## src/rtl/alu_pkg.sv

```systemverilog
// Shared ALU opcodes, FSM state encoding and opcode helpers for the execution stage.
package alu_pkg;

    localparam int unsigned CTRL_W = 4;

    localparam logic [CTRL_W-1:0] ALU_AND = 4'b0000;
    localparam logic [CTRL_W-1:0] ALU_OR  = 4'b0001;
    localparam logic [CTRL_W-1:0] ALU_ADD = 4'b0010;
    localparam logic [CTRL_W-1:0] ALU_SUB = 4'b0011;
    localparam logic [CTRL_W-1:0] ALU_MUL = 4'b0100;

    typedef enum logic {
        ST_IDLE = 1'b0,
        ST_MUL  = 1'b1
    } alu_state_e;

    // True for the opcodes that finish in a single cycle.
    function automatic logic is_single_cycle(input logic [CTRL_W-1:0] ctrl);
        return (ctrl == ALU_AND) || (ctrl == ALU_OR) ||
               (ctrl == ALU_ADD) || (ctrl == ALU_SUB);
    endfunction

endpackage

```

## src/rtl/multicycle_alu_if.sv

```systemverilog
// Request/response bundle between the multicycle controller and the ALU.
interface multicycle_alu_if #(
    parameter int unsigned WIDTH = 32
);
    import alu_pkg::*;

    logic                start;
    logic [CTRL_W-1:0]   alu_ctrl;
    logic [WIDTH-1:0]    a;
    logic [WIDTH-1:0]    b;
    logic [WIDTH-1:0]    result;
    logic                zero;
    logic                busy;
    logic                done;
    logic                illegal;

    modport master (
        output start, alu_ctrl, a, b,
        input  result, zero, busy, done, illegal
    );

    modport slave (
        input  start, alu_ctrl, a, b,
        output result, zero, busy, done, illegal
    );

endinterface

```

## src/rtl/mul_shift_add.sv

```systemverilog
// Radix-2 shift-add multiplier datapath; one multiplier bit is consumed per step.
module mul_shift_add #(
    parameter int unsigned WIDTH = 32
) (
    input  logic             clk,
    input  logic             rst,
    input  logic             load_i,
    input  logic             step_i,
    input  logic [WIDTH-1:0] mcand_i,
    input  logic [WIDTH-1:0] mplier_i,
    output logic [WIDTH-1:0] acc_sum_c_o,
    output logic             last_c_o
);

    localparam int unsigned CNT_W = (WIDTH > 1) ? $clog2(WIDTH) : 1;

    logic [WIDTH-1:0] acc_q;
    logic [WIDTH-1:0] mcand_q;
    logic [WIDTH-1:0] mplier_q;
    logic [CNT_W-1:0] cnt_q;

    // Accumulator value after the current step; also the final product on the last step.
    assign acc_sum_c_o = mplier_q[0] ? (acc_q + mcand_q) : acc_q;
    assign last_c_o    = (cnt_q == CNT_W'(WIDTH - 1));

    always_ff @(posedge clk or posedge rst) begin
        if (rst) begin
            acc_q    <= '0;
            mcand_q  <= '0;
            mplier_q <= '0;
            cnt_q    <= '0;
        end else if (load_i) begin
            acc_q    <= '0;
            mcand_q  <= mcand_i;
            mplier_q <= mplier_i;
            cnt_q    <= '0;
        end else if (step_i) begin
            acc_q    <= acc_sum_c_o;
            mcand_q  <= mcand_q << 1;
            mplier_q <= mplier_q >> 1;
            cnt_q    <= cnt_q + CNT_W'(1);
        end
    end

endmodule

```

## src/rtl/multicycle_alu.sv

```systemverilog
// Execution-stage ALU: single-cycle logic/arith ops plus an iterative WIDTH-cycle multiply.
module multicycle_alu
    import alu_pkg::*;
#(
    parameter int unsigned WIDTH = 32
) (
    input  logic              clk,
    input  logic              reset,
    multicycle_alu_if.slave   bus
);

    alu_state_e       state_q;
    logic [WIDTH-1:0] result_q;
    logic             done_q;
    logic             illegal_q;

    logic [WIDTH-1:0] op_res_c;
    logic [WIDTH-1:0] acc_sum_c;
    logic             mul_load_c;
    logic             mul_step_c;
    logic             mul_last_c;

    // Single-cycle result; unsupported codes produce zero.
    always_comb begin
        op_res_c = '0;
        case (bus.alu_ctrl)
            ALU_AND: op_res_c = bus.a & bus.b;
            ALU_OR:  op_res_c = bus.a | bus.b;
            ALU_ADD: op_res_c = bus.a + bus.b;
            ALU_SUB: op_res_c = bus.a - bus.b;
            default: op_res_c = '0;
        endcase
    end

    assign mul_load_c = (state_q == ST_IDLE) && bus.start && (bus.alu_ctrl == ALU_MUL);
    assign mul_step_c = (state_q == ST_MUL);

    mul_shift_add #(
        .WIDTH (WIDTH)
    ) u_mul (
        .clk         (clk),
        .rst         (reset),
        .load_i      (mul_load_c),
        .step_i      (mul_step_c),
        .mcand_i     (bus.a),
        .mplier_i    (bus.b),
        .acc_sum_c_o (acc_sum_c),
        .last_c_o    (mul_last_c)
    );

    // Control FSM and output registers; start is only honoured in IDLE.
    always_ff @(posedge clk or posedge reset) begin
        if (reset) begin
            state_q   <= ST_IDLE;
            result_q  <= '0;
            done_q    <= 1'b0;
            illegal_q <= 1'b0;
        end else begin
            done_q <= 1'b0;
            case (state_q)
                ST_IDLE: begin
                    if (bus.start) begin
                        if (bus.alu_ctrl == ALU_MUL) begin
                            state_q <= ST_MUL;
                        end else begin
                            result_q  <= op_res_c;
                            illegal_q <= !is_single_cycle(bus.alu_ctrl);
                            done_q    <= 1'b1;
                        end
                    end
                end
                ST_MUL: begin
                    if (mul_last_c) begin
                        result_q  <= acc_sum_c;
                        illegal_q <= 1'b0;
                        done_q    <= 1'b1;
                        state_q   <= ST_IDLE;
                    end
                end
            endcase
        end
    end

    assign bus.result  = result_q;
    assign bus.zero    = (result_q == '0);
    assign bus.busy    = (state_q == ST_MUL);
    assign bus.done    = done_q;
    assign bus.illegal = illegal_q;

endmodule

```

## src/flat_wrapper.sv

```systemverilog
// flat-port wrapper written by rule: the top's interface ports become plain ports
module multicycle_alu_flat import alu_pkg::*;
#(
    parameter int unsigned WIDTH = 32
)
  (clk, reset, bus_start, bus_alu_ctrl, bus_a, bus_b, bus_result, bus_zero, bus_busy, bus_done, bus_illegal);
  multicycle_alu_if #(.WIDTH(WIDTH)) bus_i ();
  input  logic clk;
  input  logic reset;
  input wire logic [$bits(bus_i.start)-1:0] bus_start;
  input wire logic [$bits(bus_i.alu_ctrl)-1:0] bus_alu_ctrl;
  input wire logic [$bits(bus_i.a)-1:0] bus_a;
  input wire logic [$bits(bus_i.b)-1:0] bus_b;
  output wire logic [$bits(bus_i.result)-1:0] bus_result;
  output wire logic [$bits(bus_i.zero)-1:0] bus_zero;
  output wire logic [$bits(bus_i.busy)-1:0] bus_busy;
  output wire logic [$bits(bus_i.done)-1:0] bus_done;
  output wire logic [$bits(bus_i.illegal)-1:0] bus_illegal;
  assign bus_i.start = bus_start;
  assign bus_i.alu_ctrl = bus_alu_ctrl;
  assign bus_i.a = bus_a;
  assign bus_i.b = bus_b;
  assign bus_result = bus_i.result;
  assign bus_zero = bus_i.zero;
  assign bus_busy = bus_i.busy;
  assign bus_done = bus_i.done;
  assign bus_illegal = bus_i.illegal;
  multicycle_alu #(.WIDTH(WIDTH)) u_core (.clk(clk), .reset(reset), .bus(bus_i));
endmodule
```

## config.mk

```make
export PLATFORM = sky130hd
export DESIGN_NAME = multicycle_alu_flat
export DESIGN_NICKNAME = d
export VERILOG_FILES = /design/src/rtl/alu_pkg.sv /design/src/rtl/multicycle_alu_if.sv /design/src/rtl/mul_shift_add.sv /design/src/rtl/multicycle_alu.sv /design/src/flat_wrapper.sv
export SDC_FILE = /design/constraint.sdc
export NUM_CORES = 1
export LEC_CHECK = 0
export CAP_MARGIN = 20
export CORE_ASPECT_RATIO = 1.4
export CORE_MARGIN = 8
export CORE_UTILIZATION = 53
export DETAILED_ROUTE_END_ITERATION = 10
export PLACE_DENSITY = 0.78
export SLEW_MARGIN = 40
export SYNTH_ARGS = -nofsm -noshare
export SYNTH_HDL_FRONTEND = slang
export SYNTH_SLANG_ARGS = --single-unit
```

## constraint.sdc

```tcl
create_clock -name clk -period 4.8 [get_ports clk]
set_input_delay 0.96 -clock clk [delete_from_list [all_inputs] [get_ports clk]]
set_output_delay 0.96 -clock clk [all_outputs]
set_load 0.03 [all_outputs]
```

After elaboration in Yosys (flattened, before gate mapping)
Index checks and enable logic that the tools add are counted.
- add/subtract/negate cells: 4
- eq/ne operators: 8
- mux-type cells: 26
- bitwise logic cells: 3
- reductions and logical operators: 10
- operators with widths (operator ; number):
    two-way mux 32 bit ; 10
    case mux 32 bit (4 select lines) ; 1
    adder 32 bit ; 2
    case mux 32 bit (2 select lines) ; 1
    bitwise AND 32 bit ; 1
    logical NOT 32 bit ; 1
    bitwise OR 32 bit ; 1
    subtractor 32 bit ; 1
    two-way mux 5 bit ; 2
    two-way mux 1 bit ; 9
    equality test 4 x 2 -> 1 bit, second input constant ; 2
    != test 2 bit, second input constant ; 3
    case mux 1 bit (2 select lines) ; 3
    adder 5 x 1 -> 5 bit, second input constant ; 1
    equality test 5 bit, second input constant ; 1
    equality test 4 x 1 -> 1 bit, second input constant ; 1
    equality test 4 x 3 -> 1 bit, second input constant ; 1
    logical NOT 4 bit ; 1
    logical OR 1 bit ; 3
    AND reduction 3 bit ; 1
    logical AND 1 bit ; 2
    nonzero test 2 bit ; 1
    logical NOT 1 bit ; 1
    inverter 1 bit ; 1
- flip-flop bits (word level): 136
- bits of input ports: 71
- output and inout bits: 36
- word-level logic and storage cells: 59

Depth between registers and ports, before layout
Gate-level depths: netlist of the first run.
- depth in word-level cells: 8
- depth in mapped cells: 20
- mapped depth without buffers: 19

By module
Synthesis of the first run repeated with hierarchy kept, for this count alone.
- cell total of the unflattened synthesis: 1324
- area total of the unflattened synthesis: 11222.0 sq um
- by module, submodules not included (module ; instances ; cells each ; area each (sq um) ; seq. area each (sq um)):
    mul_shift_add ; 1 ; 696 ; 6457.4 ; 2527.4
    multicycle_alu ; 1 ; 628 ; 4764.6 ; 875.8

Worst setup path after synthesis of the first run
Ideal clock, no wire load.
- kind: input port to flip-flop
- start: input bus_b[0]
- end: register u_core.result_q[31], in the netlist u_core.bus.result[31]
- library setup time: 77 ps
- arrival time: 4447 ps
- data required time: 4723 ps
- slack: 276 ps
- stages: 20
- buffers on the path: 1
- path through: inv_1 > ha_1 > nand3b_1 > nor4_1 > nand2_1 > or2_2 > nor2_1 > nor2_1 > xnor2_1 > ha_1 > clkbuf_1 > nand3_1 > nor4_1 > o211ai_1 > nand4_1 > a31oi_1 > o41ai_1 > mux2i_1 > o31ai_1 > a21oi_1
- longest elaborated chain between the ends: 5
- elaborated cells between the ends (all ways): 6
- classes of those cells: add/sub: 2; mux: 4
- RTL lines (item ; line ; RTL):
    start, declared ; flat_wrapper.sv:13 ; input wire logic [$bits(bus_i.b)-1:0] bus_b;
    subtractor 32 bit / adder 32 bit (equally long branches) ; multicycle_alu.sv:30, multicycle_alu.sv:29 ;
    case mux 32 bit (4 select lines) * ; multicycle_alu.sv:26 ; case (bus.alu_ctrl)
    two-way mux 32 bit * ; multicycle_alu.sv:63 ; if (bus.alu_ctrl == ALU_MUL) begin
    two-way mux 32 bit * ; multicycle_alu.sv:62 ; if (bus.start) begin
    case mux 32 bit (2 select lines) * ; multicycle_alu.sv:60 ; case (state_q)
    end signal, assigned ; multicycle_alu.sv:66 ; result_q <= op_res_c;
    end signal, assigned ; multicycle_alu.sv:74 ; result_q <= acc_sum_c;
    end, declared ; multicycle_alu.sv:13 ; logic [WIDTH-1:0] result_q;
Mark *: on every way between the ends. The rest lies on a longest branch, timed or not. The select of a mux whose other input is x is not followed.
A chain may end at the register's enable or synchronous reset.

Final worst setup path of the first run
- start: input bus_b[7]
- end: register u_core.result_q[30], in the netlist u_core.bus.result[30]
The elaborated chain is that of the path after synthesis.

==> impl_metrics.tcl, run 1 <==
set metrics [dict create \
    setup-tns-final_ns 0 \
    drt_iter0_markers 1094 \
    power.leakage_nw 6.52 \
    vias 11138 \
    die_h_um 186 \
    min-delay-start "u_core.u_mul.mplier_q[7]$_DFFE_PP0P_" \
    critical_path.startpoint "bus_b[7]" \
    worstPathArrival_ns 4.91 \
    synth-seq-cells 136 \
    status "completed" \
    synth_edf_count 0 \
    h-tree-depth 4 \
    powerDensity_nw_per_um2 475 \
    synth_warnings 0 \
    placed_area_um2 13100 \
    multi_input_area_um2 7250 \
    clockRootBuffer "clkbuf_16" \
    fill_cells 1702 \
    period_minus_slack_ns 4.58 \
    num_rows 62 \
    syn_area_per_cell_um2 8.25 \
    relSlewSlack_pct 53.6 \
    vdd_drop_max_mv 0.294 \
    cts.reportedPaths.clkPinSlew_ns 0.07 \
    design_area_um2 13700 \
    hold_path_class "reg2reg" \
    post-dp-hpwl_mm 26.9 \
    drv_cap 0 \
    finClkSkew_ns 0.0136 \
    grt_pass1_vias 10839 \
    wl_mm 35.4 \
    worstSetupEndpointType "register" \
    area_growth_pct 25.3 \
    clock.fmax_mhz 218 \
    port-buffer-count 106 \
    tritoncts "done" \
    antenna_found_initial 0 \
    drc 0 \
    period_share_pct 95.4 \
    syn_inst 1326 \
    yosys.area.top_type "dfrtp_1" \
    worstMarginPinSlew_ns 0.696 \
    drt-vias-per-instance 6.27 \
    ant_nets 0 \
    grt_overflow 0 \
    reg2reg_from "u_core.u_mul.mcand_q[3]$_DFFE_PP0P_" \
    fp.dieArea_um2 25600 \
    syn-cell-area_um2 10900 \
    grt_use_total_pct 28.2 \
    ff_latch_area_um2 3410 \
    synth.distinct_cells 67 \
    clk_latency_ns 0.44 \
    numCtsBuffers 17 \
    synth.top_cells.by_count "nand2_1 (187), dfrtp_1 (136), o21ai_0 (136)" \
    synthesis.nets 1466 \
    holdBufCountCts 0 \
    fin_ws_ns 0.219 \
    initial_utilization_pct 53.6 \
    clock_path_buffers 2 \
    critPathMaxFanout 5 \
    finalHoldViolCount 0 \
    drtPass1Iterations 7 \
    crit_path_start_kind "primary input" \
    setup_viol 0 \
    io_pins 107 \
    required_ns 5.12 \
    drv_slew 0 \
    clock_sinks 136 \
    dp_slack_ns -0.333 \
    fp.dieW_um 137 \
    critical_path_class "in2reg" \
    synth_ff_type "dfrtp_1" \
    grt_max_degree 76 \
    wire_per_inst_um 19.9 \
    finalNetCount 1646 \
    gp_congestion 0.941 \
    grt_pass1_wl_mm 56.5 \
    insertedDiodeCount 0 \
    yosysTopAreaCellShare_pct 31.1 \
    ys_seq_area_share_pct 31.1 \
    drive_gt1_share_pct 13.1 \
    synth_area_leaders "dfrtp_1 (31%), ha_1 (7.7%), nand2_1 (6.4%)" \
    yosysMostFrequentCell "nand2_1" \
    synth-async-reset-ratio_pct 100 \
    core_area_um2 20400 \
]
[through the flow]
stage | hold slack, ns | std cells | util (%) | power [mW]
after floorplan | 0.453 | 1326 | - | 4.03
after global placement | 0.463 | 1741 | 64.0 | 5.04
after detailed placement | 0.477 | 1741 | 64.1 | 5.14
after CTS | 0.491 | 1773 | 66.9 | 6.48
after global routing | 0.502 | 1775 | 67.2 | 6.93
final | 0.482 | 1775 | 67.2 | 6.52
[worst paths after layout]
| check | end | slack (ns) | cells past startpoint |
|---|---|---|---|
| min | u_core.u_mul.mplier_q[6]$_DFFE_PP0P_ | 0.48 | 2 |
| max reg2reg | u_core.bus.result[25]$_DFFE_PP0P_ | 1.37 | 10 |
| max in group asynchronous | u_core.bus.result[17]$_DFFE_PP0P_ | 2.85 | 3 |
| min reg2reg | u_core.u_mul.mplier_q[6]$_DFFE_PP0P_ | 0.48 | 2 |
| min in group asynchronous | u_core.u_mul.mcand_q[31]$_DFFE_PP0P_ | 1.03 | 2 |
| max | u_core.bus.result[30]$_DFFE_PP0P_ | 0.22 | 19 |
[layer usage]
layer / up-vias / global-route usage [%] / part of all wire, %
li1: 5243 / - / -
met1: 5414 / 36.6 / 43
met5: - / 0 / 0
met3: 92 / 3.32 / 5.6
met4: 0 / 13.9 / 4.2
met2: 389 / 45.4 / 48
[state kept, by name (all words and copies together), names as in the netlist]
name                   count
u_core.bus.done            1
u_core.u_mul.acc_q        32
u_core.bus.illegal         1
u_core.bus.result         32
u_core.u_mul.mcand_q      32
u_core.bus.busy            1
u_core.u_mul.cnt_q         5
u_core.u_mul.mplier_q     32
[area by class of cell]
cell class | instances | share of cell area (%)
sequential | 136 | 24.9
multi-input combinational | 1089 | 52.9
inverter | 27 | 0.776
timing repair buffer | 235 | 15.0
clock inverter | 14 | 1.00
clock buffer | 18 | 3.13
tap | 256 | 2.34
[where the power goes]
group / switching, mW / internal [mW] / leakage [nW]
Combinational: 1.81 / 1.32 / 4.47
Sequential: 0.463 / 1.61 / 1.78
Clock: 0.583 / 0.727 / 0.267
[layout by cell type, fill, tap and decap left out, types with 24 or more instances in the layout]
| master | instances |
|---|---|
| nand2_1 | 186 |
| dfrtp_1 | 135 |
| o21ai_0 | 134 |
| buf_4 | 127 |
| clkdlybuf4s50_1 | 106 |
| nor2_1 | 89 |
| a21oi_1 | 79 |
| mux2i_1 | 67 |
| ha_1 | 67 |
| a21o_1 | 60 |
| xnor2_1 | 41 |
| xor2_1 | 32 |
| inv_1 | 26 |
| nand3_1 | 24 |
[cell families (layout without fill, tap and decap cells)]
| logic type | Yosys count | count (layout) | synth area share, % |
|---|---|---|---|
| DFF | 136 | 136 | 31.1 |
| xor gates and xnor gates | 73 | 73 | 5.84 |
| muxes | 75 | 75 | 6.95 |
| and+or+nand+nor | 437 | 437 | 18.6 |
| AOI/OAI and AO/OA | 431 | 431 | 25.6 |
| adders and majority gates | 73 | 73 | 8.39 |
| buffers and inverters | 101 | 294 | 3.46 |
[worst max-delay path, cell delays in order]
cell             delay [ns]
clkdlybuf4s50_1        0.42
or3_1                  0.43
nor4_2                 0.23
buf_4                  0.17
nand2_1                0.06
or2_2                  0.30
buf_4                  0.15
o31a_1                 0.25
xnor2_1                0.13
ha_1                   0.33
nor2b_1                0.14
o21ai_0                0.15
nand2b_1               0.09
nand2_1                0.07
o211ai_1               0.08
buf_4                  0.15
o41a_1                 0.34
mux2i_1                0.13
o32a_1                 0.32
[what timing repair did]
action                     4_1_cts  5_1_grt
setup buffers                    0        2
setup endpoints to repair        0       11
resized for setup                0       11
Power figures use the tool's default switching activity.
==> inputs of run 2 (changes only) <==
CORE_UTILIZATION = 60   (was 53)
PLACE_DENSITY = 0.83   (was 0.78)
TNS_END_PERCENT = 1   (was not set)
clock period = 5.9 ns   (was 4.8 ns; I/O delays follow)
==> impl_metrics.tcl, run 2 (synthesized netlist as in run 1, its figures left out) <==
set metrics [dict create \
    tritoncts "done" \
    period_share_pct 90.3 \
    slowest_stage "clkdlybuf4s50_1" \
    wl_mm 34.2 \
    total_power_mw 5.28 \
    multi_input_area_um2 7200 \
    critPathMaxFanout 7 \
    relSlewSlack_pct 49.2 \
    holdBufCountCts 0 \
    power.leakage_nw 6.00 \
    core_area_um2 17900 \
    drive_gt1_share_pct 5.88 \
    grt_pass1_wl_mm 54.9 \
    crit_path_start_kind "primary input" \
    clock_sinks 136 \
    crit_buf_inv 3 \
    drc 0 \
    port-buffer-count 106 \
    clock.fmax_mhz 188 \
    ant_nets 0 \
    gp_congestion 0.963 \
    finalNetCount 1539 \
    post-dp-hpwl_mm 25.6 \
    finClkSkew_ns 0.0150 \
    drv_slew 0 \
    status "completed" \
    worstPathArrival_ns 5.69 \
    layout_common_cells "nand2_1 (186), o21ai_0 (136), dfrtp_1 (135)" \
    postCtsSetupBuffers 0 \
    critical_path_class "in2reg" \
    vdd_drop_max_mv 0.257 \
    num_rows 58 \
    clk_latency_ns 0.44 \
    finalHoldViolCount 0 \
    placed_area_um2 12200 \
    insertedDiodeCount 0 \
    area_growth_pct 17.6 \
    die_h_um 176 \
    critPathMaxStageDelay_ns 0.50 \
    drt-vias-per-instance 6.50 \
    final_common_cell "nand2_1" \
    wire_per_inst_um 20.7 \
    worstSetupEndpointType "register" \
    fp.dieArea_um2 22900 \
    grt_pass1_vias 10235 \
    rrSetupSlack_ns 2.58 \
    cts.reportedPaths.clkPinSlew_ns 0.07 \
    critPathTopFamily "simple AND/OR/NAND/NOR gates" \
    powerDensity_nw_per_um2 411 \
    ff_latch_area_um2 3410 \
    clockRootBuffer "clkbuf_16" \
    antenna_found_initial 0 \
    setup_viol 0 \
    worstMarginPinSlew_ns 0.758 \
    fp.dieW_um 130 \
    grt_max_degree 102 \
    h-tree-depth 4 \
    setup-tns-final_ns 0 \
    fill_cells 1474 \
    initial_utilization_pct 61.0 \
    clock_path_buffers 2 \
    numCtsBuffers 17 \
    cts_resized 0 \
    grt_use_total_pct 30.5 \
    vias 10730 \
    design_area_um2 12900 \
    required_ns 6.27 \
    io_pins 107 \
    drtPass1Iterations 6 \
    drt_iter0_markers 1344 \
    grt_overflow 0 \
    hold_path_class "reg2reg" \
    drv_cap 0 \
    rsz0062_at_grt "no" \
    period_minus_slack_ns 5.33 \
    cp_cell_sequence "clkdlybuf4s50_1 > inv_1 > ha_1 > nand3b_1 > nor4_1 > buf_4 > nand2_1 > or2_2 > nor2_1 > nor2_1 > xnor2_1 > ha_1 > nand3_1 > nor4_1 > o211ai_1 > nand4_1 > a31oi_1 > o41ai_1 > mux2i_1 > o31ai_1 > a21oi_1" \
]
==> run 2: final timing paths <==
check	from	endpoint	cells past startpoint
hold / removal	u_core.u_mul.mplier_q[9]$_DFFE_PP0P_	u_core.u_mul.mplier_q[8]$_DFFE_PP0P_	2
min in group asynchronous	reset	u_core.u_mul.mcand_q[31]$_DFFE_PP0P_	2
setup / recovery	bus_b[0]	u_core.bus.result[31]$_DFFE_PP0P_	21
setup reg to reg	u_core.u_mul.mcand_q[0]$_DFFE_PP0P_	u_core.bus.result[30]$_DFFE_PP0P_	12
max in group asynchronous	reset	u_core.bus.result[9]$_DFFE_PP0P_	3
hold reg to reg	u_core.u_mul.mplier_q[9]$_DFFE_PP0P_	u_core.u_mul.mplier_q[8]$_DFFE_PP0P_	2
==> run 2: report_power, final <==
part	total (mW)	leakage, nW	internal (mW)	switching (mW)
clock network	1.15	0.292	0.678	0.471
logic	2.44	3.93	1.00	1.44
registers	1.70	1.78	1.31	0.388
==> run 2: final cells by class <==
cell class                 instances  share of cell area (%)
inverter                          27                   0.846
timing repair buffer             128                    9.56
clock buffer                      18                    3.34
multi-input combinational       1089                    56.0
clock inverter                    14                    1.46
sequential                       136                    26.5
tap                              240                    2.33
==> run 2: routing by layer <==
metal	vias up	GRT usage, %	part of all wire (%)
li1	5034	-	-
met1	5144	41.8	43
met2	474	46.9	47
met3	78	4.83	6.9
met4	0	11.9	3.3
met5	-	0	0
==> run 2: through the flow <==
| stage | hold WS, ns | std cells | worst slack [ns] | utilization (%) |
|---|---|---|---|---|
| final | 0.489 | 1652 | 0.574 | 71.8 |
| after global routing | 0.511 | 1652 | 0.189 | 71.8 |
| after CTS | 0.494 | 1652 | 0.647 | 71.7 |
| after detailed placement | 0.479 | 1620 | 0.218 | 68.3 |
| after global placement | 0.462 | 1620 | 0.269 | 68.2 |
| after floorplan | 0.453 | 1326 | 1.08 | - |
==> run 2: worst reg2reg max path: cells and delay by family (launching register included) <==
family	cells	cell delay, ns
mux	1	0.19
buf+inv	1	0.07
fa+ha+maj	2	0.63
compound gates	6	1.73
simple gates	2	0.21
flops	1	0.40
